**config.mk**
```make
export PLATFORM = sky130hd
export DESIGN_NAME = srio_swrite_unpack
export DESIGN_NICKNAME = d
export VERILOG_FILES = /design/src/rtl/srio_pkg.sv /design/src/rtl/axis_pipe_reg.sv /design/src/rtl/srio_swrite_unpack.sv
export SDC_FILE = /design/constraint.sdc
export NUM_CORES = 1
export LEC_CHECK = 0
export CORE_MARGIN = 5
export CORE_UTILIZATION = 41
export CTS_BUF_LIST = sky130_fd_sc_hd__clkbuf_16
export DETAILED_ROUTE_END_ITERATION = 8
export PLACE_DENSITY = 0.75
export SETUP_SLACK_MARGIN = 0.2
export SKIP_CTS_REPAIR_TIMING = 1
export SLEW_MARGIN = 10
export SYNTH_ARGS = -nofsm -noshare
export SYNTH_HDL_FRONTEND = slang
export SYNTH_SLANG_ARGS = --single-unit
```
**constraint.sdc**
```tcl
create_clock -name AXIS_ACLK -period 2.6 [get_ports AXIS_ACLK]
set_input_delay 0.52 -clock AXIS_ACLK [delete_from_list [all_inputs] [get_ports AXIS_ACLK]]
set_output_delay 0.52 -clock AXIS_ACLK [all_outputs]
set_load 0.05 [all_outputs]
```
**src/rtl/srio_pkg.sv**
```systemverilog
// srio_pkg
//   Shared definitions for the SRIO SWRITE packer/unpacker pair:
//   - FTYPE_SWRITE            : HELLO FTYPE code for streaming writes
//   - HELLO_*                 : bit positions of the HELLO header fields
//   - state_e                 : unpacker packet-level states
//   - hello_last_keep()       : TKEEP for the final payload beat of a packet
package srio_pkg;

  localparam logic [3:0] FTYPE_SWRITE = 4'd6;

  // HELLO header field positions within the 64-bit header beat
  localparam int unsigned HELLO_FTYPE_MSB = 55;
  localparam int unsigned HELLO_FTYPE_LSB = 52;
  localparam int unsigned HELLO_TTYPE_MSB = 51;
  localparam int unsigned HELLO_TTYPE_LSB = 48;
  localparam int unsigned HELLO_SIZE_MSB  = 43;
  localparam int unsigned HELLO_SIZE_LSB  = 36;
  localparam int unsigned HELLO_ADDR_MSB  = 33;
  localparam int unsigned HELLO_ADDR_LSB  = 0;

  typedef enum logic [1:0] {
    HDR,
    DATA,
    DRAIN
  } state_e;

  // SIZE is (bytes - 1); the final beat carries SIZE[2:0]+1 bytes packed
  // MSB-first, so a shift of 8 (full beat) yields all ones.
  function automatic logic [7:0] hello_last_keep(input logic [2:0] size_lsb);
    logic [3:0] nbytes;
    nbytes = {1'b0, size_lsb} + 4'd1;
    return ~(8'hFF >> nbytes);
  endfunction

endpackage

```
**src/rtl/axis_pipe_reg.sv**
```systemverilog
// axis_pipe_reg
//   Single-stage AXI-Stream register slice for a 64-bit data path with
//   8-bit TKEEP, TLAST and a 32-bit TUSER sideband.
//   Ports:
//     clk_i, rst_ni              clock, synchronous active-low reset
//     in_valid_i / in_ready_o    upstream handshake (ready = !valid || out_ready)
//     in_data_i/keep_i/last_i    beat payload, captured on upstream handshake
//     user_ld_i, in_user_i       TUSER load strobe and value
//     out_valid_o / out_ready_i  downstream handshake
//     out_data_o/keep_o/last_o/user_o  registered beat
module axis_pipe_reg (
  input  logic        clk_i,
  input  logic        rst_ni,
  input  logic        in_valid_i,
  output logic        in_ready_o,
  input  logic [63:0] in_data_i,
  input  logic [7:0]  in_keep_i,
  input  logic        in_last_i,
  input  logic        user_ld_i,
  input  logic [31:0] in_user_i,
  output logic        out_valid_o,
  input  logic        out_ready_i,
  output logic [63:0] out_data_o,
  output logic [7:0]  out_keep_o,
  output logic        out_last_o,
  output logic [31:0] out_user_o
);

  logic        valid_q;
  logic [63:0] data_q;
  logic [7:0]  keep_q;
  logic        last_q;
  logic [31:0] user_q;
  logic        in_hs;

  assign in_ready_o = !valid_q || out_ready_i;
  assign in_hs      = in_valid_i && in_ready_o;

  // TUSER has its own load strobe so a per-packet value can be latched
  // before the first beat and held constant for the whole packet. Callers
  // must only pulse user_ld_i while in_ready_o is high to keep it stable.
  always_ff @(posedge clk_i) begin
    if (!rst_ni) begin
      valid_q <= 1'b0;
      data_q  <= '0;
      keep_q  <= '0;
      last_q  <= 1'b0;
      user_q  <= '0;
    end else begin
      if (in_ready_o) begin
        valid_q <= in_valid_i;
      end
      if (in_hs) begin
        data_q <= in_data_i;
        keep_q <= in_keep_i;
        last_q <= in_last_i;
      end
      if (user_ld_i) begin
        user_q <= in_user_i;
      end
    end
  end

  assign out_valid_o = valid_q;
  assign out_data_o  = data_q;
  assign out_keep_o  = keep_q;
  assign out_last_o  = last_q;
  assign out_user_o  = user_q;

endmodule

```
**src/rtl/srio_swrite_unpack.sv**
```systemverilog
// srio_swrite_unpack
//   Receives HELLO-format SRIO packets, keeps SWRITE packets addressed to
//   this endpoint, strips the header and forwards the payload as 64-bit
//   AXI-Stream with TKEEP on the last beat.
//   Ports:
//     AXIS_ACLK, AXIS_ARESETN     clock, synchronous active-low reset
//     S_AXIS_*                    HELLO stream from the SRIO core
//                                 (TUSER = {src_id, dest_id} on header beat)
//     M_AXIS_*                    payload stream, TUSER = latched srcdest
//     cfg_dest_id, cfg_filter_en  endpoint ID and destination filter enable
//     hdr_addr, hdr_valid         latched address, pulse on accepted header
//     pkt_cnt, drop_cnt, err_cnt  wrapping good/filtered/malformed counters
//     dbug_*                      mirrors of the four handshake signals
module srio_swrite_unpack
  import srio_pkg::*;
(
  input  logic        AXIS_ACLK,
  input  logic        AXIS_ARESETN,

  input  logic        S_AXIS_TVALID,
  output logic        S_AXIS_TREADY,
  input  logic [63:0] S_AXIS_TDATA,
  input  logic        S_AXIS_TLAST,
  input  logic [31:0] S_AXIS_TUSER,

  output logic        M_AXIS_TVALID,
  input  logic        M_AXIS_TREADY,
  output logic [63:0] M_AXIS_TDATA,
  output logic [7:0]  M_AXIS_TKEEP,
  output logic        M_AXIS_TLAST,
  output logic [31:0] M_AXIS_TUSER,

  input  logic [15:0] cfg_dest_id,
  input  logic        cfg_filter_en,

  output logic [33:0] hdr_addr,
  output logic        hdr_valid,
  output logic [31:0] pkt_cnt,
  output logic [31:0] drop_cnt,
  output logic [31:0] err_cnt,

  output logic        dbug_m_rdy,
  output logic        dbug_m_vld,
  output logic        dbug_s_rdy,
  output logic        dbug_s_vld
);

  state_e      state_q;
  logic [5:0]  beat_cnt_q;
  logic [2:0]  size_lsb_q;
  logic [33:0] addr_q;
  logic        hdr_valid_q;
  logic [31:0] pkt_cnt_q;
  logic [31:0] drop_cnt_q;
  logic [31:0] err_cnt_q;

  logic        pipe_in_ready;
  logic        pipe_in_valid;
  logic        pipe_in_last;
  logic [7:0]  pipe_in_keep;

  logic        s_hs;
  logic        hdr_hs;
  logic        data_hs;
  logic        hdr_accept;
  logic        dest_ok;
  logic        is_swrite;
  logic        cnt_one;
  logic [3:0]  hdr_ftype;
  logic [7:0]  hdr_size;
  logic [5:0]  hdr_beats;

  assign hdr_ftype = S_AXIS_TDATA[HELLO_FTYPE_MSB:HELLO_FTYPE_LSB];
  assign hdr_size  = S_AXIS_TDATA[HELLO_SIZE_MSB:HELLO_SIZE_LSB];
  assign hdr_beats = {1'b0, hdr_size[7:3]} + 6'd1;

  assign is_swrite = (hdr_ftype == FTYPE_SWRITE);
  assign dest_ok   = !cfg_filter_en || (S_AXIS_TUSER[15:0] == cfg_dest_id);

  // HDR also waits on the output register so a header is never taken while
  // the previous packet's final beat is still stalled downstream.
  assign S_AXIS_TREADY = (state_q == DRAIN) ? 1'b1 : pipe_in_ready;

  assign s_hs       = S_AXIS_TVALID && S_AXIS_TREADY;
  assign hdr_hs     = (state_q == HDR) && s_hs;
  assign data_hs    = (state_q == DATA) && s_hs;
  assign hdr_accept = hdr_hs && !S_AXIS_TLAST && is_swrite && dest_ok;
  assign cnt_one    = (beat_cnt_q == 6'd1);

  // A beat closes the output packet either on input TLAST (good or short)
  // or when the expected count runs out (good or long); only the count-based
  // end knows the true byte count, so a short packet ends with a full TKEEP.
  assign pipe_in_valid = (state_q == DATA) && S_AXIS_TVALID;
  assign pipe_in_last  = S_AXIS_TLAST || cnt_one;
  assign pipe_in_keep  = cnt_one ? hello_last_keep(size_lsb_q) : '1;

  axis_pipe_reg u_pipe (
    .clk_i       (AXIS_ACLK),
    .rst_ni      (AXIS_ARESETN),
    .in_valid_i  (pipe_in_valid),
    .in_ready_o  (pipe_in_ready),
    .in_data_i   (S_AXIS_TDATA),
    .in_keep_i   (pipe_in_keep),
    .in_last_i   (pipe_in_last),
    .user_ld_i   (hdr_accept),
    .in_user_i   (S_AXIS_TUSER),
    .out_valid_o (M_AXIS_TVALID),
    .out_ready_i (M_AXIS_TREADY),
    .out_data_o  (M_AXIS_TDATA),
    .out_keep_o  (M_AXIS_TKEEP),
    .out_last_o  (M_AXIS_TLAST),
    .out_user_o  (M_AXIS_TUSER)
  );

  always_ff @(posedge AXIS_ACLK) begin
    if (!AXIS_ARESETN) begin
      state_q     <= HDR;
      beat_cnt_q  <= '0;
      size_lsb_q  <= '0;
      addr_q      <= '0;
      hdr_valid_q <= 1'b0;
      pkt_cnt_q   <= '0;
      drop_cnt_q  <= '0;
      err_cnt_q   <= '0;
    end else begin
      hdr_valid_q <= hdr_accept;
      unique case (state_q)
        HDR: begin
          if (hdr_hs) begin
            if (S_AXIS_TLAST) begin
              err_cnt_q <= err_cnt_q + 32'd1;
            end else if (hdr_accept) begin
              size_lsb_q <= hdr_size[2:0];
              addr_q     <= S_AXIS_TDATA[HELLO_ADDR_MSB:HELLO_ADDR_LSB];
              beat_cnt_q <= hdr_beats;
              state_q    <= DATA;
            end else begin
              drop_cnt_q <= drop_cnt_q + 32'd1;
              state_q    <= DRAIN;
            end
          end
        end
        DATA: begin
          if (data_hs) begin
            beat_cnt_q <= beat_cnt_q - 6'd1;
            if (S_AXIS_TLAST) begin
              state_q <= HDR;
              if (cnt_one) begin
                pkt_cnt_q <= pkt_cnt_q + 32'd1;
              end else begin
                err_cnt_q <= err_cnt_q + 32'd1;
              end
            end else if (cnt_one) begin
              err_cnt_q <= err_cnt_q + 32'd1;
              state_q   <= DRAIN;
            end
          end
        end
        DRAIN: begin
          if (s_hs && S_AXIS_TLAST) begin
            state_q <= HDR;
          end
        end
        default: state_q <= HDR;
      endcase
    end
  end

  assign hdr_addr  = addr_q;
  assign hdr_valid = hdr_valid_q;
  assign pkt_cnt   = pkt_cnt_q;
  assign drop_cnt  = drop_cnt_q;
  assign err_cnt   = err_cnt_q;

  assign dbug_m_rdy = M_AXIS_TREADY;
  assign dbug_m_vld = M_AXIS_TVALID;
  assign dbug_s_rdy = S_AXIS_TREADY;
  assign dbug_s_vld = S_AXIS_TVALID;

endmodule

```
* Yosys cells after proc, flatten, opt, wreduce, memory -nomap -nowiden
Index checks and enable logic that the tools add are counted.
Word-level totals: register bits 248, output and inout port bits 242
Operators by class: bitwise logic cells 3, multiplexer cells 22, equality and inequality tests 13, shifts and indexed selects 1, add/subtract/negate cells 6, reduce and logical (&&, ||, !) cells 23
Operator list (count):
- 2-to-1 mux 32 bit | 6
- adder 32 x 1 -> 32 bit, second input constant | 3
- case mux 32 bit (2 select lines) | 1
- 2-to-1 mux 6 bit | 4
- == test 16 bit | 1
- 2-to-1 mux 2 bit | 7
- case mux 6 bit (2 select lines) | 1
- AND reduction 4 bit | 3
- inequality test 2 bit, second input constant | 5
- AND reduction 5 bit | 2
- logical AND 1 bit | 9
- 2-to-1 mux 8 bit | 1
- inverter 8 bit | 1
- >> shifter 8 x 4 -> 8 bit, first input constant | 1
- adder 5 x 1 -> 6 bit, second input constant | 1
- == test 6 x 1 -> 1 bit, second input constant | 1
- inequality test 3 bit, second input constant | 2
- case mux 2 bit (3 select lines) | 1
- AND reduction 6 bit | 1
- subtractor 6 x 1 -> 6 bit, second input constant | 1
- adder 3 x 1 -> 4 bit, second input constant | 1
- == test 4 x 3 -> 1 bit, second input constant | 1
- logical NOT 1 bit | 3
- logical OR 1 bit | 3
- 7 further kinds | 8

* Depth between registers and ports, before layout
word-level depth 12, gate-level depth with buffers 9, depth with buffers taken out 8

* Cells and area by module
A second synthesis with hierarchy kept.
Second synthesis, totals: cell total of the unflattened synthesis 1260, area total of the unflattened synthesis 11055.6 um^2
By module, submodules not included:
- srio_swrite_unpack | times used 1, area an instance 6817.8 um^2, cells each 835
- axis_pipe_reg | times used 1, area an instance 4237.8 um^2, cells each 425

* Worst setup path before layout
Ideal clock, no wire load.
path type input to register, start input S_AXIS_TUSER[5], end register addr_q[15] (netlist: hdr_addr[15]), data required time 2.468 ns, arrival time 2.421 ns, path buffers 2, setup slack 0.047 ns, cell stages on the path 8, cell sequence xnor2_1 > nand4_1 > o41ai_1 > nand3_1 > clkbuf_1 > clkbuf_1 > nand2_1 > a21oi_1
On the way: longest elaborated chain between the ends 4
Ends and longest elaborated chain:
- start: declaration | RTL line srio_swrite_unpack.sv:24 | input logic [31:0] S_AXIS_TUSER,
- == test 16 bit | RTL line srio_swrite_unpack.sv:78 | assign dest_ok = !cfg_filter_en || (S_AXIS_TUSER[15:0] == cfg_dest_id);
- logical OR 1 bit | RTL line srio_swrite_unpack.sv:78
- logical AND 1 bit | RTL line srio_swrite_unpack.sv:87 | assign hdr_accept = hdr_hs && !S_AXIS_TLAST && is_swrite && dest_ok;
- AND reduction 4 bit (no line)
- end signal: assignment | RTL line srio_swrite_unpack.sv:134 | addr_q <= S_AXIS_TDATA[HELLO_ADDR_MSB:HELLO_ADDR_LSB];
- end: declaration | RTL line srio_swrite_unpack.sv:51 | logic [33:0] addr_q;
Every way passes these cells. A chain may end at the register's enable or synchronous reset.

* Worst setup path in the final report
start register beat_cnt_q[2], end register pkt_cnt_q[3] (netlist: pkt_cnt[3])
On the way: longest elaborated chain between the ends 2
Ends and longest elaborated chain:
- start: declaration | RTL line srio_swrite_unpack.sv:49 | logic [5:0] beat_cnt_q;
- start signal: assignment | RTL line srio_swrite_unpack.sv:135 | beat_cnt_q <= hdr_beats;
- start signal: assignment | RTL line srio_swrite_unpack.sv:145 | beat_cnt_q <= beat_cnt_q - 6'd1;
- == test 6 x 1 -> 1 bit | RTL line srio_swrite_unpack.sv:88 | assign cnt_one = (beat_cnt_q == 6'd1);
- AND reduction 4 bit (no line)
- end signal: assignment | RTL line srio_swrite_unpack.sv:149 | pkt_cnt_q <= pkt_cnt_q + 32'd1;
- end: declaration | RTL line srio_swrite_unpack.sv:53 | logic [31:0] pkt_cnt_q;
Every way passes these cells.

==> key figures <==
Route
  – Via density: 5.149
  – DR DRC count: 0
  – Drt pass-1 iters: 5
  – Routed len/inst: 16.93 µm
  – Via count: between 10k and 15k
  – DRC marker count from the first detailed-route iteration: 574
  – Routed Antenna Nets: 0
  – Post-Route WL: 33360 µm

Worst setup path
  – CP Cell Sequence: or4_4 > buf_4 > or2_4 > buf_6 > nor4_4 > clkdlybuf4s15_2 > buf_4 > xnor2_1 > nor2_1
  – Crit Path Category: reg -> reg
  – CP max FO: 5
  – Reg-to-reg endpoint: pkt_cnt[3]
  – Reg2reg start: beat_cnt_q[2]
  – Critical Path AT: 2.86 ns
  – Worst Path Buf+Inv: 4
  – CP dominant cell by count: buf_4
  – Flop-to-flop setup slack: 0.15 ns
  – Path depth of the worst reg2reg path: 9
  – Crit path required time: 3.01 ns
  – Family with the most delay on the worst path: simple AND/OR/NAND/NOR gates
  – Startpoint Class: register
  – CP max stage delay: between 0.5 and 0.6 ns
  – Worst setup EP type: register
  – CP max stage cell: or4_4

Placed design
  – Place WS: -0.2088 ns
  – I/O Buffers: 359
  – Dpl cells: 1915
  – DP HPWL: 24120 µm
  – Placed cell area: 14490 µm²
  – RD Place Congestion: 0.8268

STA
  – Hold Vio Cnt, Final: 0
  – Hold Worst Slack: 0.4482 ns
  – Slew @ Worst Pin: 0.6565 ns
  – RSZ-0062 raised after global routing: yes
  – Clk_skew: 0.01477 ns
  – Fin worst setup slack: 0.1467 ns
  – Fin. max-slew vios: 0
  – Fmax: ~410 MHz
  – Period minus WS final: 2.453 ns
  – Rel. slew slack: about 56%
  – Setup-failing EPs final: 0
  – Final period util: a little over nine tenths

Final layout
  – Layout cells sized above 1: 8.015%
  – # fillers: 2056
  – Layout area overhead: 52.46%
  – Layout Cells excl Fill: 1971
  – Fin nets: approximately 1.8k
  – Ant diodes: 0
  – Fin area: ~15000 µm²

Clock network
  – Depth of the CTS H-tree: 1
  – CTS Buf Count: 28
  – Skew-Pair Late Insertion Delay: 0.54 ns
  – Deepest clock path buffer count: 3
  – TritonCTS clock tree: done
  – Clock Pin Slew Worst Setup and Hold Paths: 0.06 ns
  – Root Driver: clkbuf_16
  – Sink Count: 248

GRT
  – Number of global-route vias before repair: 9811
  – Total gr overflow: 0
  – Initial antenna violation count: 0
  – GRT Util Overall: between 20 and 25%
  – First-pass GRT wire length: 52330 µm
  – Largest net degree at the start of global routing: 73

Pwr
  – Cell Pwr Density: 514.3 nW/µm²
  – Max rail drop VDD: 518.1 µV
  – P_leak: 5.309 nW

Synth
  – Most instantiated cells after synthesis: nand2_1 (310), dfxtp_1 (248), a21oi_1 (173), nor2_1 (91), clkbuf_1 (73)
  – Area leader, netlist: dfxtp_1
  – Post-synthesis compound-gate area fraction: 13.48%
  – Synth top area share: 48.92%
  – Synth Area in XOR/XNOR: 7.767%
  – Synth Area in Adders: 0.7397%
  – Post-Synth Simple-Gate Area: 25.13%
  – Mux share of post-synthesis cell area: 0%
  – Synth unique cells: between 40 and 50
  – Cells after Synth: 1260
  – Register area share after synthesis: between 40% and 50%
  – Synth async-reset ratio: 0%
  – Mean Syn Cell Area: 8.054 µm²
  – Post-synth net total: 1384
  – Yosys warns: 0
  – Yosys reg bits: 248
  – Main combinational cell family by area after synthesis: simple AND/OR/NAND/NOR gates
  – Largest cells by area after synthesis: dfxtp_1 (49%), nand2_1 (11%), a21oi_1 (8.5%)
  – Post-synth EDFFs: 0
  – Most common cell in the netlist: nand2_1
  – Main flop type after synthesis: dfxtp_1
  – Post-Syn Area: approximately 10000 µm²

Floorplan
  – Core region area: 24320 µm²
  – FP Rows: 57
  – Die area: 28000 µm²
  – Vert. Die Dim: 167.3 µm
  – Io pins: 360
  – Starting Density: 41.73%
  – Die Wd: 167.3 µm

Status
  – Status: completed

Min path
  – Hold endpoint: hdr_addr[32]
  – Hold path startpoint: hdr_addr[32]
  – HP Class: reg -> reg
  – Hold path depth: 2

Flow run
  – Maxcap violations: 0
-- report_power, final --
part	leakage, nW	switching, mW	internal, mW
Combinational	2.86	0.239	0.254
Clock	0.446	1.54	2.10
Sequential	2.00	0.0115	3.81
-- sequential cells by signal, indices dropped and copies added (netlist names) --
signal	flops
u_pipe.out_data_o	64
hdr_addr	34
drop_cnt	32
err_cnt	32
pkt_cnt	32
u_pipe.out_user_o	32
u_pipe.out_keep_o	8
beat_cnt_q	6
size_lsb_q	3
state_q	2
hdr_valid	1
u_pipe.out_last_o	1
u_pipe.out_valid_o	1
-- layout by cell type (no fill, tap or decap), drive strengths merged, types with 11 or more instances in the layout --
master / n
a211oi: 11
a21oi: 173
and3: 16
buf: 65
clkbuf: 29
clkdlybuf4s50: 350
dfxtp: 248
inv: 28
nand2: 310
nand3: 43
nand4: 37
nor2: 91
nor3: 12
o21ai: 28
or3: 16
xnor2: 50
xor2: 40
-- layout make-up --
cell class                 count  area [µm²]  share of cell area (%)
inverter                      20       80.08                  0.5175
tap                          324       405.4                   2.620
clock inverter                20       122.6                  0.7925
sequential                   248        4971                   32.13
clock buffer                  29       725.7                   4.690
timing repair buffer         421        4277                   27.64
multi-input combinational    909        4891                   31.61
-- tightest hold or removal path, stage by stage, from the launching register on --
cell	delay (ns)
dfxtp_1	0.30
nand2_1	0.05
a21oi_1	0.05
-- through the flow --
stage / setup TNS (ns) / util [%] / total power [mW]
after floorplan: 0 / - / 4.087
after global placement: -11.57 / 59.58 / 4.392
after detailed placement: -13.16 / 59.58 / 4.395
after CTS: 0 / 63.07 / 8.048
after global routing: 0 / 63.62 / 8.241
final: 0 / 63.62 / 7.957
-- kinds of logic after synthesis --
group | count (synthesis)
simple gates | 570
fa+ha+maj | 6
flops | 248
xor+xnor | 90
buf+inv | 103
compound gates | 243
-- per-layer routing --
metal  share of wire, %  GRT usage (%)  up-vias  routed length, µm
met5                  0              0        -                  0
met1                 39          26.07     4753              13080
met2                 49          39.71      334              16500
met3                8.5          7.143       56               2843
li1                   -              -     5006                  -
met4                2.8          6.246        0                940
-- how the worst max path moves through the flow --
stage | startpoint | end | slack (ns) | depth (start not counted)
6_report | beat_cnt_q[2] | pkt_cnt[3] | 0.15 | 9
5_1_grt | beat_cnt_q[2] | err_cnt[24] | 0.04 | 7
4_1_cts | beat_cnt_q[2] | err_cnt[24] | 0.13 | 7
3_5_place_dp | S_AXIS_TUSER[10] | u_pipe.out_user_o[3] | -0.21 | 9
3_3_place_gp | S_AXIS_TUSER[10] | hdr_addr[23] | -0.15 | 9
2_1_floorplan | S_AXIS_TLAST | drop_cnt[23] | 0.14 | 9
No activity file was read; power rests on OpenSTA's default activity.
